$ cat src/rtl/reg_arb_pkg.sv
// reg_arb_pkg: shared types and defaults for the two-port register-file arbiter.
package reg_arb_pkg;

  localparam int unsigned AddrWDef = 4;
  localparam int unsigned DataWDef = 20;

  typedef enum logic [1:0] {
    StIdle,
    StCmd,
    StRdWait
  } state_e;

  // Command latched from the winning requester; sized by the default widths above.
  typedef struct packed {
    logic                we;
    logic [AddrWDef-1:0] addr;
    logic [DataWDef-1:0] wdata;
    logic                port;
  } cmd_t;

endpackage

$ cat src/rtl/rr_arb2.sv
// rr_arb2: two-way winner select for reg_arbiter.
// Default: round-robin with a 1-bit preference pointer.
// REG_ARB_FIXED_PRIO_EN defined: port 0 always wins a tie, no pointer state.
module rr_arb2 (
`ifndef REG_ARB_FIXED_PRIO_EN
  input  logic clk,
  input  logic rst,
  input  logic advance,
`endif
  input  logic req_0,
  input  logic req_1,
  output logic any_req,
  output logic winner
);

`ifndef REG_ARB_FIXED_PRIO_EN
  logic ptr_q;

  // Tie goes to the pointer port; a lone requester wins regardless of the pointer.
  always_comb begin
    any_req = req_0 | req_1;
    winner  = (req_0 & req_1) ? ptr_q : req_1;
  end

  // After every grant, prefer the port that did not win.
  always_ff @(posedge clk or posedge rst) begin
    if (rst) begin
      ptr_q <= 1'b0;
    end else if (advance) begin
      ptr_q <= ~winner;
    end
  end
`else
  // Port 0 has absolute priority.
  always_comb begin
    any_req = req_0 | req_1;
    winner  = req_1 & ~req_0;
  end
`endif

endmodule

$ cat src/rtl/reg_arbiter.sv
// reg_arbiter: two requesters sharing one register file through an IDLE/CMD/RDWAIT FSM.
// Writes take 2 cycles req-to-req, reads 3. Build option REG_ARB_FIXED_PRIO_EN selects
// fixed priority (port 0) instead of round-robin in rr_arb2.
module reg_arbiter
  import reg_arb_pkg::*;
#(
  parameter int unsigned ADDR_W = AddrWDef,
  parameter int unsigned DATA_W = DataWDef
) (
  input  logic              clk,
  input  logic              rst,
  input  logic              req_0,
  input  logic              req_1,
  input  logic              we_0,
  input  logic              we_1,
  input  logic [ADDR_W-1:0] addr_0,
  input  logic [ADDR_W-1:0] addr_1,
  input  logic [DATA_W-1:0] wdata_0,
  input  logic [DATA_W-1:0] wdata_1,
  output logic              gnt_0,
  output logic              gnt_1,
  output logic              rvalid_0,
  output logic              rvalid_1,
  output logic [DATA_W-1:0] rdata,
  output logic              WrEn,
  output logic              RdEn,
  output logic [ADDR_W-1:0] Address,
  output logic [DATA_W-1:0] WrData,
  input  logic [DATA_W-1:0] RdData,
  output logic              busy
);

  state_e            state_q;
  cmd_t              cmd_q;
  cmd_t              cmd_sel;
  logic [DATA_W-1:0] rdata_q;
  logic              any_req;
  logic              winner;

`ifndef REG_ARB_FIXED_PRIO_EN
  logic advance;

  // The pointer moves only when a request is actually accepted.
  always_comb begin
    advance = (state_q == StIdle) & any_req;
  end
`endif

  rr_arb2 u_rr_arb2 (
`ifndef REG_ARB_FIXED_PRIO_EN
    .clk     (clk),
    .rst     (rst),
    .advance (advance),
`endif
    .req_0   (req_0),
    .req_1   (req_1),
    .any_req (any_req),
    .winner  (winner)
  );

  // Payload of whichever port the arbiter picked this cycle.
  always_comb begin
    cmd_sel       = '0;
    cmd_sel.we    = winner ? we_1 : we_0;
    cmd_sel.addr  = winner ? addr_1 : addr_0;
    cmd_sel.wdata = winner ? wdata_1 : wdata_0;
    cmd_sel.port  = winner;
  end

  // Register-file command comes straight from the latched command; RdData is only valid
  // during RDWAIT, so it is passed through there and the held copy is shown otherwise.
  always_comb begin
    Address = cmd_q.addr;
    WrData  = cmd_q.wdata;
    busy    = (state_q != StIdle);
    rdata   = (state_q == StRdWait) ? RdData : rdata_q;
  end

  // Control FSM with registered one-cycle strobes; reset aborts any transaction in flight.
  always_ff @(posedge clk or posedge rst) begin
    if (rst) begin
      state_q  <= StIdle;
      cmd_q    <= '0;
      rdata_q  <= '0;
      WrEn     <= 1'b0;
      RdEn     <= 1'b0;
      gnt_0    <= 1'b0;
      gnt_1    <= 1'b0;
      rvalid_0 <= 1'b0;
      rvalid_1 <= 1'b0;
    end else begin
      WrEn     <= 1'b0;
      RdEn     <= 1'b0;
      gnt_0    <= 1'b0;
      gnt_1    <= 1'b0;
      rvalid_0 <= 1'b0;
      rvalid_1 <= 1'b0;
      unique case (state_q)
        StIdle: begin
          if (any_req) begin
            cmd_q   <= cmd_sel;
            WrEn    <= cmd_sel.we;
            RdEn    <= ~cmd_sel.we;
            gnt_0   <= ~winner;
            gnt_1   <= winner;
            state_q <= StCmd;
          end
        end
        StCmd: begin
          if (cmd_q.we) begin
            state_q <= StIdle;
          end else begin
            rvalid_0 <= ~cmd_q.port;
            rvalid_1 <= cmd_q.port;
            state_q  <= StRdWait;
          end
        end
        StRdWait: begin
          rdata_q <= RdData;
          state_q <= StIdle;
        end
        default: state_q <= StIdle;
      endcase
    end
  end

endmodule

$ cat config.mk
export PLATFORM = sky130hd
export DESIGN_NAME = reg_arbiter
export DESIGN_NICKNAME = d
export VERILOG_FILES = /design/src/rtl/reg_arb_pkg.sv /design/src/rtl/rr_arb2.sv /design/src/rtl/reg_arbiter.sv
export SDC_FILE = /design/constraint.sdc
export NUM_CORES = 1
export LEC_CHECK = 0
export CORE_MARGIN = 2
export CORE_UTILIZATION = 35
export DETAILED_ROUTE_END_ITERATION = 7
export PLACE_DENSITY_LB_ADDON = 0.08
export SYNTH_ARGS = -nofsm -noshare
export SYNTH_HDL_FRONTEND = slang
export SYNTH_SLANG_ARGS = --single-unit
$ cat constraint.sdc
create_clock -name clk -period 3.8 [get_ports clk]
set_input_delay 0.57 -clock clk [delete_from_list [all_inputs] [get_ports clk]]
set_output_delay 0.57 -clock clk [all_outputs]
set_load 0.02 [all_outputs]
==> flow_metrics.py <==
metrics = {
    "status": {
        "status": "completed",
    },
    "global_routing": {
        "antenna_found_initial": 0,
        "grt_pass1_vias": 2124,
        "gr-total-overflow": 0,
        "grt_max_degree": 30,
        "grt_pass1_wl_mm": 10.3,
        "grt_usage_pct": 15.3,
    },
    "synth": {
        "syn_area_per_cell_um2": 11.2,
        "synth_top_area_share_pct": 51.2,
        "synth_top_area_cell": "dfrtp_1",
        "synth_cell_types": 25,
        "synthFlopType": "dfrtp_1",
        "yosysSeqAreaShare_pct": 51.2,
        "yosys-top-cells-count": "dfrtp_1 (55), buf_4 (30), a21oi_1 (28)",
        "synthCells": 240,
        "synth_area_mm2": 0.00269,
        "ys_ff_latch": 55,
        "synth_warnings": 0,
        "syn_nets": 314,
        "yosysMostFrequentCell": "dfrtp_1",
        "synth_edf_count": 0,
        "ys_async_sr_fraction_pct": 100,
        "yosys-top-cells-area": "dfrtp_1 (51%), a31oi_2 (8.8%), buf_4 (8.4%), mux2_1 (8.4%), a21oi_1 (5.2%)",
    },
    "clock_tree": {
        "post-cts-setup-buffer-count": 0,
        "cts_sinks": 55,
        "worstSkewPairLatency_ns": 0.30,
        "path_clk_slew_ns": 0.09,
        "root_buffer": "clkbuf_8",
        "htreeDepth": 2,
        "cts_tree": "yes",
        "numCtsBuffers": 5,
        "cts.path.max_buffers": 2,
        "cts_resized": 0,
        "cts_hold_buffers": 0,
    },
    "layout": {
        "multi_input_area_um2": 986,
        "nFillCells": 645,
        "fin_nets": 406,
        "finish.utilization_pct": 53.0,
        "finalInstanceArea_mm2": 0.00389,
        "final_layout_size_suffix_gt1_share_pct": 10.8,
        "antennaDiodeCount": 0,
        "regArea_mm2": 0.00138,
        "synthToLayoutAreaGrowth_pct": 44.6,
    },
    "hold_path": {
        "min_path_type": "flop to flop",
    },
    "setup_path": {
        "worstSetupEndpointType": "primary output",
        "crit_chain": "nor2b_2 -> buf_4 -> mux2_1 -> clkdlybuf4s50_1",
        "setup.worst_path.class": "flop to primary output",
        "cp_data_required_time_ns": 3.23,
        "crit_fanout": 20,
        "max_stage_delay_ns": 0.55,
        "cp_data_arrival_time_ns": 2.06,
        "start_kind": "flop",
        "critPathSlowestCell": "clkdlybuf4s50_1",
    },
    "die": {
        "ios": 125,
        "initial_core_util_pct": 36.7,
        "die_x_um": 91.7,
        "core_mm2": 0.00733,
        "num_rows": 31,
        "dieArea_mm2": 0.00840,
        "die_h_um": 91.7,
    },
    "power_and_ir_drop": {
        "ir_drop_uv": 268,
        "power.density_mw_per_mm2": 803,
        "swShare_pct": 39.3,
        "p_switching_mw": 1.23,
        "power_frac_comb_pct": 56.2,
        "seqPwrFrac_pct": 31.7,
        "clockPowerShare_pct": 12.1,
        "intPower_mw": 1.90,
        "power_leakage_nw": 1.50,
    },
    "timing": {
        "layout_min_cycle_time_ns": 2.63,
        "fin_tns_setup_ns": 0,
        "relSlewSlack_pct": 33.6,
        "setup_viol": 0,
        "clock_skew_ns": 0.00523,
        "drv_slew": 0,
        "finalCritPeriodShare_pct": 69.2,
        "holdWs_ns": 0.465,
        "max_freq_mhz": 380,
        "rsz0062_at_grt": "no",
        "hold_viol_final": 0,
        "worst_pin_slew_ns": 0.996,
    },
    "drt": {
        "first_pass_iters": 4,
        "drtIter0Drc": 78,
        "routedWlPerCell_um": 14.9,
        "drc_errors": 0,
        "via_per_inst": 4.82,
        "wl_mm": 6.41,
        "drtAntennaViolNets": 0,
        "route.vias.total": 2079,
    },
    "place": {
        "place_area_mm2": 0.00378,
        "hpwl_mm": 4.61,
        "io_buffer_count": 124,
        "gp_routability_congestion": 0.687,
    },
    "flow_run": {
        "cap_violations": 0,
    },
}
final timing paths:
path / startpoint / cells after the start / slack (ns) / end
worst min register to register: cmd_q[0] / 1 / 0.46 / rvalid_0
worst min-delay path: cmd_q[0] / 1 / 0.46 / rvalid_0
min in group asynchronous: rst / 2 / 0.64 / rdata_q[12]
worst max register to register: u_rr_arb2.ptr_q / 3 / 2.07 / RdEn
max in group asynchronous: rst / 3 / 2.38 / rdata_q[14]
worst max-delay path: state_q[1] / 4 / 1.17 / rdata[7]
area by class of cell:
cell class | instances | area share (%)
Inverter | 4 | 0.450
Clock buffer | 5 | 1.77
Multi-Input combinational cell | 137 | 25.4
Sequential cell | 55 | 35.4
Timing Repair Buffer | 129 | 32.9
Tap cell | 99 | 3.19
Clock inverter | 2 | 0.965
cell usage in the layout (no fill, tap or decap), drive strengths merged:
cell           Yosys  final
nor3b              1      1
bufinv             0      1
clkdlybuf4s50      0    124
a31oi             26     26
nand2b             1      1
mux2              20     20
or2                1      1
and2               1      1
a21oi             28     28
nand3             25     25
nor2b              2      2
clkbuf             2      5
inv                4      4
clkinvlp           0      1
nor2               2      2
and2b              1      1
o2bb2ai            1      1
and3               1      1
dfrtp             55     55
o21ai             25     25
nand2              2      2
buf               42      5
per-layer routing:
| metal | track usage (%) | vias to the layer above | part of all wire (%) |
|---|---|---|---|
| met5 | 0 | - | 0 |
| met4 | 3.79 | 0 | 1.1 |
| met3 | 4.19 | 6 | 6.8 |
| met2 | 27.8 | 77 | 51 |
| met1 | 17.7 | 983 | 41 |
| li1 | - | 1013 | - |
power groups by stage:
stage	registers [mW]	clock network [mW]	logic, mW
after floorplan	0.994	0	1.22
after global placement	0.998	0	1.76
after detailed placement	1.01	0	1.78
after CTS	0.995	0.391	1.78
after global routing	1.02	0.420	1.88
final	0.991	0.379	1.75
through the flow:
stage | setup slack, ns | power, mW | instances
after floorplan | 1.89 | 2.22 | 240
after global placement | 1.34 | 2.76 | 424
after detailed placement | 1.28 | 2.79 | 424
after CTS | 1.13 | 3.17 | 431
after global routing | 1.05 | 3.33 | 431
final | 1.17 | 3.12 | 431
state kept, by name, summed over array words and instances, names as in the netlist:
signal           count
WrData              20
rdata_q             20
Address              4
cmd_q                2
state_q              2
RdEn                 1
WrEn                 1
gnt_0                1
gnt_1                1
rvalid_0             1
rvalid_1             1
u_rr_arb2.ptr_q      1
cell families after synthesis:
family,after synthesis,synth area share [%]
buffers and inverters,48,12.2
multiplexers,20,8.38
flip-flops,55,51.2
AO/OA/AOI/OAI,80,20.7
AND/OR/NAND/NOR,37,7.54
worst max-delay path: cells and delay by family (launching register included):
kind / cells / cell delay, ns
buffers and inverters: 2 / 0.82
flip-flops: 1 / 0.39
multiplexers: 1 / 0.39
AND/OR/NAND/NOR: 1 / 0.15
No activity file was read; power rests on OpenSTA's default activity.
